$ cat config.mk
export PLATFORM = sky130hd
export DESIGN_NAME = cache_ctrl
export DESIGN_NICKNAME = d
export VERILOG_FILES = /design/src/rtl/cache_ctrl.sv
export SDC_FILE = /design/constraint.sdc
export NUM_CORES = 1
export LEC_CHECK = 0
export ABC_CLOCK_PERIOD_IN_PS = 3900
export CAP_MARGIN = 10
export CORE_AREA = 2 2 171 173
export CTS_BUF_LIST = sky130_fd_sc_hd__clkbuf_2
export DETAILED_ROUTE_END_ITERATION = 12
export DIE_AREA = 0 0 173 175
export GPL_ROUTABILITY_DRIVEN = 0
export PLACE_DENSITY_LB_ADDON = 0.05
export SYNTH_ARGS = -nofsm -noshare
export SYNTH_HDL_FRONTEND = slang
export SYNTH_SLANG_ARGS = --single-unit
$ cat constraint.sdc
create_clock -name clock -period 3.9 [get_ports clock]
set_clock_uncertainty 0.2 [all_clocks]
set_input_delay 0.78 -clock clock [delete_from_list [all_inputs] [get_ports clock]]
set_output_delay 0.78 -clock clock [all_outputs]
set_load 0.02 [all_outputs]
$ cat src/rtl/cache_ctrl.sv
// cache_ctrl: request controller in front of the single-entry cacheline store.
// Accepts CPU read/write requests, probes the line, fetches from memory on a
// read miss, writes through to memory on writes, refills the line and returns
// a response. Keeps saturating hit/miss counters and a memory-timeout watchdog.
//
// Ports:
//   clock, reset_n                 clock, async active-low reset
//   req_valid/ready/write/addr/wdata   CPU request channel
//   resp_valid/ready/data/hit/err      CPU response channel
//   line_addr/val/read/write       strobes and data to the cacheline
//   line_hit, line_out_val         cacheline probe result (cycle after line_read)
//   mem_req/we/addr/wdata          backing-memory request, held until mem_ack
//   mem_ack, mem_rdata             backing-memory completion
//   hit_count, miss_count          saturating read hit/miss counters
module cache_ctrl #(
  parameter int unsigned MEM_TIMEOUT = 16,
  parameter int unsigned CNT_W       = 16
) (
  input  logic             clock,
  input  logic             reset_n,
  input  logic             req_valid,
  output logic             req_ready,
  input  logic             req_write,
  input  logic [7:0]       req_addr,
  input  logic [31:0]      req_wdata,
  output logic             resp_valid,
  input  logic             resp_ready,
  output logic [31:0]      resp_data,
  output logic             resp_hit,
  output logic             resp_err,
  output logic [7:0]       line_addr,
  output logic [31:0]      line_val,
  output logic             line_read,
  output logic             line_write,
  input  logic             line_hit,
  input  logic [31:0]      line_out_val,
  output logic             mem_req,
  output logic             mem_we,
  output logic [7:0]       mem_addr,
  output logic [31:0]      mem_wdata,
  input  logic             mem_ack,
  input  logic [31:0]      mem_rdata,
  output logic [CNT_W-1:0] hit_count,
  output logic [CNT_W-1:0] miss_count
);

  localparam int unsigned WD_W = (MEM_TIMEOUT > 2) ? $clog2(MEM_TIMEOUT) : 1;
  localparam bit WD_EN = (MEM_TIMEOUT != 0);
  localparam logic [WD_W-1:0] WD_LAST = WD_EN ? WD_W'(MEM_TIMEOUT - 1) : '0;

  typedef enum logic [2:0] {
    IDLE, LOOKUP, CHECK, MEM_RD, MEM_WR, FILL, RESP
  } state_t;

  state_t           state_q, state_d;
  logic [7:0]       addr_q, addr_d;
  logic [31:0]      wdata_q, wdata_d;
  logic             write_q, write_d;
  logic [WD_W-1:0]  wd_q, wd_d;
  logic [CNT_W-1:0] hit_cnt_q, hit_cnt_d;
  logic [CNT_W-1:0] miss_cnt_q, miss_cnt_d;
  logic [7:0]       line_addr_q, line_addr_d;
  logic [31:0]      line_val_q, line_val_d;
  logic             line_read_q, line_read_d;
  logic             line_write_q, line_write_d;
  logic             mem_req_q, mem_req_d;
  logic             mem_we_q, mem_we_d;
  logic [7:0]       mem_addr_q, mem_addr_d;
  logic [31:0]      mem_wdata_q, mem_wdata_d;
  logic [31:0]      resp_data_q, resp_data_d;
  logic             resp_hit_q, resp_hit_d;
  logic             resp_err_q, resp_err_d;
  logic             wd_expire;

  assign wd_expire = WD_EN && (wd_q == WD_LAST);

  always_comb begin
    state_d      = state_q;
    addr_d       = addr_q;
    wdata_d      = wdata_q;
    write_d      = write_q;
    wd_d         = wd_q;
    hit_cnt_d    = hit_cnt_q;
    miss_cnt_d   = miss_cnt_q;
    line_addr_d  = line_addr_q;
    line_val_d   = line_val_q;
    line_read_d  = 1'b0;
    line_write_d = 1'b0;
    mem_req_d    = mem_req_q;
    mem_we_d     = mem_we_q;
    mem_addr_d   = mem_addr_q;
    mem_wdata_d  = mem_wdata_q;
    resp_data_d  = resp_data_q;
    resp_hit_d   = resp_hit_q;
    resp_err_d   = resp_err_q;

    unique case (state_q)
      IDLE: begin
        if (req_valid) begin
          addr_d  = req_addr;
          wdata_d = req_wdata;
          write_d = req_write;
          if (req_write) begin
            // Memory request is registered on the accept edge so it is
            // already visible in the first MEM_WR cycle.
            state_d     = MEM_WR;
            mem_req_d   = 1'b1;
            mem_we_d    = 1'b1;
            mem_addr_d  = req_addr;
            mem_wdata_d = req_wdata;
            wd_d        = '0;
          end else begin
            state_d     = LOOKUP;
            line_read_d = 1'b1;
            line_addr_d = req_addr;
          end
        end
      end
      LOOKUP: state_d = CHECK;
      CHECK: begin
        if (line_hit) begin
          state_d     = RESP;
          resp_data_d = line_out_val;
          resp_hit_d  = 1'b1;
          resp_err_d  = 1'b0;
          if (hit_cnt_q != '1) hit_cnt_d = hit_cnt_q + 1'b1;
        end else begin
          state_d    = MEM_RD;
          mem_req_d  = 1'b1;
          mem_we_d   = 1'b0;
          mem_addr_d = addr_q;
          wd_d       = '0;
          if (miss_cnt_q != '1) miss_cnt_d = miss_cnt_q + 1'b1;
        end
      end
      MEM_RD, MEM_WR: begin
        if (mem_ack) begin
          state_d      = FILL;
          line_write_d = 1'b1;
          line_addr_d  = addr_q;
          line_val_d   = (state_q == MEM_RD) ? mem_rdata : wdata_q;
        end else if (wd_expire) begin
          state_d     = RESP;
          resp_data_d = '0;
          resp_hit_d  = 1'b0;
          resp_err_d  = 1'b1;
        end else begin
          wd_d = wd_q + 1'b1;
        end
        if (mem_ack || wd_expire) begin
          mem_req_d   = 1'b0;
          mem_we_d    = 1'b0;
          mem_addr_d  = '0;
          mem_wdata_d = '0;
        end
      end
      FILL: begin
        // line_val_q still holds the fetched word for reads.
        state_d     = RESP;
        resp_data_d = write_q ? '0 : line_val_q;
        resp_hit_d  = 1'b0;
        resp_err_d  = 1'b0;
      end
      RESP: begin
        if (resp_ready) begin
          state_d     = IDLE;
          resp_data_d = '0;
          resp_hit_d  = 1'b0;
          resp_err_d  = 1'b0;
        end
      end
      default: state_d = IDLE;
    endcase
  end

  always_ff @(posedge clock or negedge reset_n) begin
    if (!reset_n) begin
      state_q      <= IDLE;
      addr_q       <= '0;
      wdata_q      <= '0;
      write_q      <= 1'b0;
      wd_q         <= '0;
      hit_cnt_q    <= '0;
      miss_cnt_q   <= '0;
      line_addr_q  <= '0;
      line_val_q   <= '0;
      line_read_q  <= 1'b0;
      line_write_q <= 1'b0;
      mem_req_q    <= 1'b0;
      mem_we_q     <= 1'b0;
      mem_addr_q   <= '0;
      mem_wdata_q  <= '0;
      resp_data_q  <= '0;
      resp_hit_q   <= 1'b0;
      resp_err_q   <= 1'b0;
    end else begin
      state_q      <= state_d;
      addr_q       <= addr_d;
      wdata_q      <= wdata_d;
      write_q      <= write_d;
      wd_q         <= wd_d;
      hit_cnt_q    <= hit_cnt_d;
      miss_cnt_q   <= miss_cnt_d;
      line_addr_q  <= line_addr_d;
      line_val_q   <= line_val_d;
      line_read_q  <= line_read_d;
      line_write_q <= line_write_d;
      mem_req_q    <= mem_req_d;
      mem_we_q     <= mem_we_d;
      mem_addr_q   <= mem_addr_d;
      mem_wdata_q  <= mem_wdata_d;
      resp_data_q  <= resp_data_d;
      resp_hit_q   <= resp_hit_d;
      resp_err_q   <= resp_err_d;
    end
  end

  // req_ready is held low while reset is asserted so every output reads 0.
  assign req_ready  = reset_n && (state_q == IDLE);
  assign resp_valid = (state_q == RESP);
  assign resp_data  = resp_data_q;
  assign resp_hit   = resp_hit_q;
  assign resp_err   = resp_err_q;
  assign line_addr  = line_addr_q;
  assign line_val   = line_val_q;
  assign line_read  = line_read_q;
  assign line_write = line_write_q;
  assign mem_req    = mem_req_q;
  assign mem_we     = mem_we_q;
  assign mem_addr   = mem_addr_q;
  assign mem_wdata  = mem_wdata_q;
  assign hit_count  = hit_cnt_q;
  assign miss_count = miss_cnt_q;

endmodule

======== Yosys cells after proc, flatten, opt, wreduce, memory -nomap -nowiden ========
Index checks and enable logic that the tools add are counted.
storage, ports and cells
  register bits ........................... 198
  input bits .............................. 111
  output and inout bits ................... 152
  logic and storage cells ................. 114
cells by class
  add/subtract/negate cells ............... 3
  equality and inequality tests ........... 21
  muxes and demuxes ....................... 54
  bitwise gates (word level) .............. 1
  reduce and logical (&&, ||, !) cells .... 17
operator list
  operator                                       number
  2-to-1 mux 32 bit                              9
  one-hot mux 32 bit (4 select lines)            1
  one-hot mux 32 bit (2 select lines)            1
  2-to-1 mux 8 bit                               7
  adder 16 x 1 -> 16 bit, second input constant  2
  != test 16 bit, second input constant          2
  one-hot mux 8 bit (3 select lines)             1
  2-to-1 mux 4 bit                               5
  != test 2 bit, second input constant           10
  2-to-1 mux 3 bit                               6
  one-hot mux 3 bit (6 select lines)             1
  2-to-1 mux 1 bit                               17
  one-hot mux 8 bit (2 select lines)             1
  one-hot mux 4 bit (3 select lines)             1
  AND reduction 5 bit                            2
  == test 3 bit, second input constant           3
  AND reduction 3 bit                            3
  one-hot mux 1 bit (4 select lines)             2
  AND reduction 4 bit                            2
  == test 3 x 2 -> 1 bit, second input constant  2
  one-hot mux 1 bit (3 select lines)             2
  AND reduction 6 bit                            1
  adder 4 x 1 -> 4 bit, second input constant    1
  == test 4 bit, second input constant           1
  12 further kinds                               13

======== Depth between registers and ports, before layout ========
Gate-level depths: netlist of the first run.
  depth in word-level cells ............... 4
  depth in mapped cells ................... 9
  gate-level depth less buffers ........... 6

======== Least setup slack after synthesis of the first run ========
Ideal clock, no wire load.
  kind .................................... input to register
  from .................................... input port mem_ack
  to ...................................... register mem_wdata_q[23], in the netlist mem_wdata[23]
  library setup time ...................... 0.134 ns
  data arrival time ....................... 2.234 ns
  data required time ...................... 3.566 ns
  path slack .............................. 1.333 ns
  stages on the path ...................... 6
  path buffers ............................ 2
  cell sequence ........................... clkbuf_1 a31oi_1 nand2_1 a32oi_1 clkbuf_1 o21ai_0
on the way
  word-level cells in the longest chain between the ends .. 3
RTL lines
  what                                  line  text
  from (decl)                           41    input logic mem_ack,
  logical OR 1 bit                      150   if (mem_ack || wd_expire) begin
  != test 2 bit (no source line)        n/a
  AND reduction 4 bit (no source line)  n/a
  to (signal assigned)                  211   mem_wdata_q <= mem_wdata_d;
  to (decl)                             69    logic [31:0] mem_wdata_q, mem_wdata_d;
No other way between the ends.
A chain may end at the register's enable or synchronous reset.

======== Worst setup path after layout of the first run ========
  from .................................... register state_q[2]
  to ...................................... output port resp_valid
on the way
  word-level cells in the longest chain between the ends .. 1
RTL lines
  what                    line  text
  from (decl)             55    state_t state_q, state_d;
  from (signal assigned)  197   state_q <= state_d;
  == test 3 bit           220   assign resp_valid = (state_q == RESP);
  to (decl)               26    output logic resp_valid,
No other way between the ends.

==> flow_metrics.tcl, run 1 <==
set metrics [dict create \
    status "complete, no violations" \
    cts_tree "built" \
    drt_iter0_drc 345 \
    core_um2 28400 \
    drive_gt1_share_pct 5.73 \
    clk_pin_slew_ns 0.36 \
    preCtsSetupSlack_ns 0.703 \
    dieArea_um2 30300 \
    cts_setup_buffers 0 \
    synth_edf_count 0 \
    regArea_um2 4950 \
    initial_core_util_pct 30.5 \
    clkSinkCount 198 \
    synth_warnings 0 \
    ys_ff_latch 198 \
    irDropWorstVdd_mv 0.339 \
    synth_area_per_cell_um2 9.44 \
    tightest_slew_ns 1.09 \
    grt_pass1_vias 7306 \
    tns_ns 0 \
    final_max_slew_viol_count 0 \
    reg2reg_to "resp_data[1]" \
    track_usage_pct 17.8 \
    grt_pass1_wl_um 42300 \
    routed_wl_um 26500 \
    grt_max_degree 66 \
    die_x_um 173 \
    multi_input_area_um2 3510 \
    whs_ns 0.245 \
    antenna_found_initial 1 \
    place_inst 1521 \
    antenna_left 0 \
    vias_per_cell 4.64 \
    relSlewSlack_pct 26.5 \
    via_count 7226 \
    cts_buffer_depth 2 \
    wl_per_cell_um 17.0 \
    syn_to_final_growth_pct 38.2 \
    layout.cells.non_filler 1557 \
    min_period_over_period_pct 92.6 \
    slowest_delay_ns 0.77 \
    start_kind "flop" \
    drv_cap 0 \
    ys.flop_type "dfrtp_1" \
    r2r-start "state_q[2]" \
    rows 62 \
    yosysSeqAreaShare_pct 57.3 \
    timing.fmax_mhz 277 \
    root_buffer "clkbuf_2" \
    cts_made_buffers 17 \
    cts-htree-levels 4 \
    ios 263 \
    hold_viol_final 0 \
    dp_hpwl_um 18500 \
    worstPathArrival_ns 2.63 \
    hold_class "in2async" \
    r2r_setup_slack_ns 1.04 \
    p_per_area_nw_per_um2 702 \
    firstDrtPassIters 4 \
    worst_r2r_path_depth 5 \
    p_leak_nw 5.15 \
    grt-ovfl-total 0 \
    syn-instance-count 916 \
    timing.final.setup_violations 0 \
    clk_latency_ns 0.77 \
    layout.nets 1271 \
    cp-end-kind "output port" \
    post-route-min-period_ns 3.61 \
    syn_area_um2 8650 \
    path_max_fanout 19 \
    drc 0 \
    rsz0062_at_grt "no" \
    synth_nets 1030 \
    cp.required_ns 2.92 \
    synth_cell_types 51 \
    critPathKind "reg2out" \
    async_flop_share_pct 100 \
    cp_cell_sequence "inv_1 > nor2_1 > clkdlybuf4s50_1" \
    n_fill_cell 2897 \
    setup_ws_ns 0.290 \
    fp.dieH_um 175 \
    slowest_stage "dfrtp_1" \
    io_buffers 262 \
]
## power by group
group          total, mW  switching (mW)  internal, mW
Sequential          3.30           0.521          2.78
Combinational       4.07            2.38          1.69
Clock               1.01           0.807         0.205
## layout by cell type, fill, tap and decap left out, types with 3 or more instances in the layout
cell type	synthesis	final
nor3_1	9	8
o21a_1	3	3
inv_1	7	7
nand3_1	16	16
a31oi_1	15	15
clkbuf_2	0	18
mux2i_1	32	32
nand4_1	8	8
a22oi_1	41	41
o21ai_0	107	106
dfrtp_1	198	198
mux2_2	5	5
xnor2_1	11	11
clkdlybuf4s50_1	0	261
xor2_1	12	12
or2_2	3	3
ha_1	3	3
a21oi_1	18	18
buf_4	0	14
diode_2	0	3
inv_6	0	5
a21o_1	4	4
and4_1	3	3
and3_1	6	6
nand2_1	285	284
nor2_1	42	40
clkinv_4	0	3
## metrics by stage
step	instance area (µm²)	total power, mW	utilization (%)
floorplan	8650	5.60	-
global placement	11700	7.46	41.2
detailed placement	11700	7.51	41.2
CTS	11900	8.55	42.0
global route	11900	9.11	42.1
finish	11900	8.38	42.1
## Yosys cell counts (all sizes together) (5+ instances only)
cell    number  share of area (%)
a31oi       15                1.1
xnor2       11                1.1
nor2        42                1.8
inv          7               0.30
nand4        8               0.58
mux2         5               0.65
nand3       16               0.93
a21oi       19                1.1
a22oi       41                3.6
buf         14               0.87
nor3         9               0.52
o21ai      108                6.3
mux2i       32                3.7
nand2      285                 12
and3         6               0.43
dfrtp      198                 57
clkbuf      41                1.8
xor2        12                1.2
## flip-flops by register name, indices dropped and copies added, names as in the netlist
register and cells:
mem_addr 8, addr_q 8, wdata_q 32, mem_we 1, miss_count 16, mem_wdata 32
line_val 32, resp_err 1, resp_data 32, resp_hit 1, wd_q 4, line_addr 8
line_write 1, state_q 3, write_q 1, mem_req 1, hit_count 16, line_read 1
## worst max-delay path, delay by kind of cell, from the launching register on
family,cells,cell delay [ns]
buffers and inverters,2,0.90
flip-flops,1,0.77
AND/OR/NAND/NOR,1,0.19
## cells by family (layout without fill, tap and decap cells)
logic type	Yosys count	in the layout	share of synthesized area (%)
mux	37	37	4.36
compound gates	203	203	13.9
xor+xnor	23	23	2.33
fa+ha+maj	3	3	0.434
flops	198	198	57.3
other cells	0	3	0
simple gates	390	390	18.8
buf+inv	62	316	2.95
## layer usage
layer	share of wire (%)	wire, µm	global-route usage, %	vias up
met5	0	0	0	-
met4	1.5	404	4.52	0
met3	8.0	2130	5.53	16
met2	44	11800	27.4	217
met1	46	12200	24.4	3376
li1	-	-	-	3617
## layout make-up
cell class                      instances  share of cell area (%)
Tap cell                              384                    4.02
Multi-Input combinational cell        656                    29.4
Clock inverter                         14                    1.13
Antenna cell                            3                  0.0628
Sequential cell                       198                    41.5
Inverter                                7                   0.220
Timing Repair Buffer                  277                    22.9
Clock buffer                           18                   0.754
## timing repair
item	CTS	global route
endpoints found under the hold margin	32	0
setup endpoints to repair	0	1
hold buffers	1	0
resized for setup	0	1
## how the worst max path moves through the flow
stage	startpoint	endpoint	cells after the start	slack [ns]
after floorplan	mem_ack	mem_wdata[23]	6	1.33
after global placement	mem_ack	resp_data[17]	7	0.77
after detailed placement	mem_ack	resp_data[23]	7	0.70
after CTS	state_q[2]	req_ready	3	0.16
after global routing	state_q[2]	resp_valid	3	0.03
final	state_q[2]	resp_valid	3	0.29
(Power assumes the default switching activity.)
==> run 2, diff against run 1 <==
- MAX_ROUTING_LAYER: unset -> met4
==> run 2 against run 1 <==
Against the previous run: via count shrank 0.25%; first-iteration DRC count stayed put; sequential power about the same; combinational power hardly changed; critical endpoint unchanged; largest power group unchanged.
==> flow_metrics.tcl, run 2 (synthesis gave the netlist of run 1 again) <==
set metrics [dict create \
    status "complete, no violations" \
    clkSinkCount 198 \
    track_usage_pct 18.3 \
    drt_iter0_drc 345 \
    critPathKind "reg2out" \
    routed-wl-met2_um 11800 \
    dp_hpwl_um 18500 \
    cts_made_buffers 17 \
    clk_pin_slew_ns 0.34 \
    post-route-min-period_ns 3.59 \
    final_max_slew_viol_count 0 \
    layout.nets 1271 \
    antenna_left 0 \
    grt_pass1_vias 7338 \
    start_kind "flop" \
    grt-ovfl-total 0 \
    cp.required_ns 2.92 \
    n_fill_cell 2896 \
    routed_wl_um 26500 \
    rsz0062_at_grt "no" \
    wl_per_cell_um 17.0 \
    slowest_stage "dfrtp_1" \
    cts-htree-levels 4 \
    p_per_area_nw_per_um2 701 \
    min_period_over_period_pct 92.2 \
    tns_ns 0 \
    wl_met3_um 2010 \
    dieArea_um2 30300 \
    slowest_delay_ns 0.77 \
    initial_core_util_pct 30.5 \
    drc 0 \
    cts_setup_buffers 0 \
    clk_latency_ns 0.76 \
    drive_gt1_share_pct 5.73 \
    path_max_fanout 19 \
    wl_met1_um 12300 \
    most-common-layout-cells "nand2_1 (284), clkdlybuf4s50_1 (261), dfrtp_1 (198)" \
    hold_viol_final 0 \
    relSlewSlack_pct 28.1 \
    cp-end-kind "output port" \
    drv_cap 0 \
    rows 62 \
    io_buffers 262 \
    fp.dieH_um 175 \
    core_um2 28400 \
    vias_per_cell 4.63 \
    cp_cell_sequence "inv_1 > nor2_1 > clkdlybuf4s50_1" \
    power_mw 8.38 \
    tightest_slew_ns 1.07 \
    die_x_um 173 \
    via_count 7208 \
    worstPathArrival_ns 2.61 \
    grt_pass1_wl_um 42200 \
    timing.fmax_mhz 278 \
    final_common_cell "nand2_1" \
    syn_to_final_growth_pct 38.2 \
    grt_max_degree 66 \
    cts_tree "built" \
    timing.final.setup_violations 0 \
    irDropWorstVdd_mv 0.342 \
    whs_ns 0.243 \
    cts_buffer_depth 2 \
    antenna_found_initial 1 \
    ios 263 \
    hold_class "in2async" \
    final_core_utilization_pct 42.1 \
    root_buffer "clkbuf_2" \
    p_leak_nw 5.15 \
    firstDrtPassIters 5 \
    top_layer_used "met4" \
]
==> run 2: per-stage QoR <==
stage               cells  area (µm²)  setup WS (ns)
floorplan             916        8650           1.33
global placement     1521       11700          0.769
detailed placement   1521       11700          0.703
CTS                  1554       11900          0.157
global route         1556       11900         0.0346
finish               1558       12000          0.306
==> run 2: metal layers <==
metal  vias to the layer above  global-route usage [%]
met5                         -                       -
met3                        19                    5.20
met1                      3352                    24.5
met2                       221                    27.5
li1                       3616                       -
met4                         0                    4.52
==> run 2: what timing repair did <==
action                                  4_1_cts  5_1_grt
hold buffers                                  1        0
resized for setup                             0        1
hold endpoints to repair                     32        0
endpoints found under the setup margin        0        1
==> run 2: power by group <==
group          switching (mW)  internal [mW]  total, mW
clock network           0.806          0.205       1.01
logic                    2.38           1.69       4.07
registers               0.524           2.78       3.30
==> run 2: layout make-up <==
cell class / count / area, µm² / share of cell area [%]
sequential: 198 / 4950 / 41.5
multi-input combinational: 656 / 3510 / 29.4
antenna: 4 / 10.0 / 0.0838
clock buffer: 18 / 90.1 / 0.754
inverter: 7 / 26.3 / 0.220
tap: 384 / 480 / 4.02
clock inverter: 14 / 135 / 1.13
timing repair buffer: 277 / 2740 / 22.9
==> run 2: worst max-delay path, delay by kind of cell (launching register included) <==
family        cells  cell delay, ns
flops             1            0.77
simple gates      1            0.19
buf+inv           2            0.90
==> run 2: path summary, 6_finish.rpt <==
| kind | to | cells after the start | slack (ns) | start |
|---|---|---|---|---|
| min reg2reg | mem_wdata[29] | 2 | 0.31 | mem_wdata[29] |
| min in group clock | mem_wdata[29] | 2 | 0.31 | mem_wdata[29] |
| min | line_val[17] | 2 | 0.24 | reset_n |
| max | resp_valid | 3 | 0.31 | state_q[2] |
| max in group asynchronous | wdata_q[22] | 3 | 2.06 | reset_n |
| max reg2reg | resp_data[1] | 5 | 1.02 | state_q[2] |
==> run 3, diff against run 2 <==
- ABC_AREA: unset -> 1
- CORE_AREA: 2 2 171 173 -> 2 2 178 180
- DIE_AREA: 0 0 173 175 -> 0 0 180 182
==> run 3 against run 2 <==
Against the previous run: synthesized area up 9.0%; wire length rose by 17%; worst setup slack improved by 0.054 ns; total power up 16%; fmax increased by 1.5%; global-route usage is 1.1 points higher; clock power about the same; critical endpoint is now req_ready; highest routed layer unchanged.
==> flow_metrics.tcl, run 3 <==
set metrics [dict create \
    fp.dieH_um 182 \
    cts_setup_buffers 0 \
    vias_per_cell 4.53 \
    cp-end-kind "output port" \
    clk_pin_slew_ns 0.31 \
    setup_ws_ns 0.360 \
    tns_ns 0 \
    antenna_found_initial 6 \
    yosys.area.top_type "dfrtp_1" \
    synth_area_per_cell_um2 7.66 \
    syn-instance-count 1231 \
    clkSinkCount 198 \
    dp_hpwl_um 22300 \
    timing.fmax_mhz 282 \
    rsz0062_at_grt "no" \
    hold_class "in2async" \
    drive_gt1_share_pct 4.99 \
    final_max_slew_viol_count 0 \
    rows 65 \
    status "complete, no violations" \
    grt-ovfl-total 0 \
    drc 0 \
    synth_top_family_by_area "simple AND/OR/NAND/NOR gates" \
    io_buffers 262 \
    relSlewSlack_pct 45.2 \
    p_per_area_nw_per_um2 773 \
    ios 263 \
    reg2reg_to "resp_data[28]" \
    grt_pass1_wl_um 48400 \
    post-route-min-period_ns 3.54 \
    n_fill_cell 3289 \
    async_flop_share_pct 100 \
    ys.flop_type "dfrtp_1" \
    worstPathArrival_ns 2.56 \
    p_leak_nw 6.00 \
    antenna_left 0 \
    cp_num_buf_inv 1 \
    start_kind "flop" \
    layout.nets 1583 \
    grt_pass1_vias 8379 \
    min_period_over_period_pct 90.8 \
    firstDrtPassIters 5 \
    grt_max_degree 61 \
    synthMuxAreaShare_pct 0 \
    worst_r2r_path_depth 9 \
    path_max_fanout 11 \
    synth_top_area_share_pct 52.5 \
    syn_to_final_growth_pct 33.9 \
    r2r_setup_slack_ns 1.22 \
    yosysSeqAreaShare_pct 52.5 \
    synth_compound_area_share_pct 6.54 \
    whs_ns 0.223 \
    synth_edf_count 0 \
    tightest_slew_ns 0.820 \
    synth_warnings 0 \
    cts_tree "built" \
    cp.required_ns 2.92 \
    cts_made_buffers 17 \
    synth_cell_types 27 \
    synthSimpleGateAreaFrac_pct 33.6 \
    drt_iter0_drc 599 \
    cp.depth 4 \
    core_um2 31000 \
    cts_buffer_depth 2 \
    final_common_cell "nand2_1" \
    root_buffer "clkbuf_2" \
    hold_viol_final 0 \
    cpMostUsedCell "nor2_1" \
    drv_cap 0 \
    dieArea_um2 32800 \
    ys_ff_latch 198 \
    path_delay_family "buffers and inverters" \
    most-common-layout-cells "nand2_1 (573), clkdlybuf4s50_1 (261), dfrtp_1 (198)" \
    slowest_delay_ns 0.62 \
    cts-htree-levels 4 \
    synthTopCellsByCount "nand2_1 (573), dfrtp_1 (198), nand3_1 (103)" \
    syn_area_um2 9430 \
    synth_most_common_cell "nand2_1" \
    synth_nets 1345 \
    via_count 8571 \
    preCtsSetupSlack_ns 1.04 \
    irDropWorstVdd_mv 0.413 \
    clk_latency_ns 0.78 \
    cts-hold-fix-buffers 1 \
    track_usage_pct 19.4 \
    cts_resized 0 \
    synthAdderAreaFrac_pct 0.398 \
    r2r-start "state_q[0]" \
    initial_core_util_pct 30.4 \
    routed_wl_um 31000 \
    wl_per_cell_um 16.4 \
    cp_cell_sequence "nor2_1 > nand2_1 > nor2_1 > clkdlybuf4s50_1" \
    synthTopCellsByArea "dfrtp_1 (53%), nand2_1 (23%), nand3_1 (5.5%), o21ai_0 (3.5%), nor2_1 (3.3%)" \
    die_x_um 180 \
    critPathKind "reg2out" \
    timing.final.setup_violations 0 \
    slowest_stage "clkdlybuf4s50_1" \
    synth_xor_area_share_pct 1.76 \
]
run 3: cell count changes in the layout (fill, tap and decap cells not counted), moves of 8 or more:
cell	delta
a21oi_1	-9
nand3_1	+87
a31oi_1	+17
inv_1	+37
mux2i_1	-32
nand2_1	+289
o21ai_0	-40
a22oi_1	-41
xor2_1	-8
nor2_1	+41
nand2_2	+10
run 3: cell families (layout without fill, tap and decap cells):
group / count (synthesis) / in the layout
and+or+nand+nor: 785 / 785
DFF: 198 / 198
AOI/OAI and AO/OA: 114 / 114
buffers and inverters: 112 / 363
xor gates and xnor gates: 19 / 19
adders and majority gates: 3 / 3
other: 0 / 6
run 3: cell type report:
cell class | instances | area [µm²] | area share, %
repair buffers | 280 | 2770 | 21.9
multi-input cells | 921 | 3990 | 31.6
diodes | 6 | 15.0 | 0.119
inverters | 51 | 191 | 1.52
clock inverters | 14 | 115 | 0.912
clock buffers | 18 | 90.1 | 0.714
flip-flops and latches | 198 | 4950 | 39.3
well taps | 402 | 503 | 3.98
run 3: layer usage:
metal  global-route usage, %  up-vias  share of wire (%)
met5                       -        -                  0
met4                    5.43        0                1.6
met3                    3.19       27                3.9
met2                    27.7      209                 43
met1                    28.4     3936                 51
li1                        -     4399                  -
run 3: how the worst max path moves through the flow:
| stage | startpoint | endpoint | slack [ns] |
|---|---|---|---|
| floorplan | reset_n | req_ready | 1.83 |
| global placement | reset_n | req_ready | 1.02 |
| detailed placement | reset_n | req_ready | 1.04 |
| CTS | state_q[0] | req_ready | 0.25 |
| global route | state_q[0] | req_ready | 0.14 |
| finish | state_q[0] | req_ready | 0.36 |
run 3: worst register-to-register path: stages (launching register included):
cell and delay (ns):
dfrtp_1 0.69, buf_4 0.44, nand3_2 0.19, nand2_1 0.11, inv_1 0.04, nand2_1 0.05
nand2_1 0.07, nor2_4 0.63, nand2_1 0.12, nand2_1 0.10
run 3: per-stage QoR:
step	instance area [µm²]	cells	util (%)	power [mW]
global placement	12400	1851	40.0	8.85
global route	12600	1890	40.7	10.6
detailed placement	12400	1851	40.0	8.90
CTS	12600	1884	40.7	9.93
finish	12600	1890	40.7	9.75
floorplan	9430	1231	-	6.62
run 3: power by group:
| part | leakage [nW] | internal (mW) | switching, mW |
|---|---|---|---|
| Combinational | 3.37 | 1.99 | 3.23 |
| Sequential | 2.50 | 2.87 | 0.672 |
| Clock | 0.124 | 0.190 | 0.799 |
| Total | 6.00 | 5.05 | 4.70 |
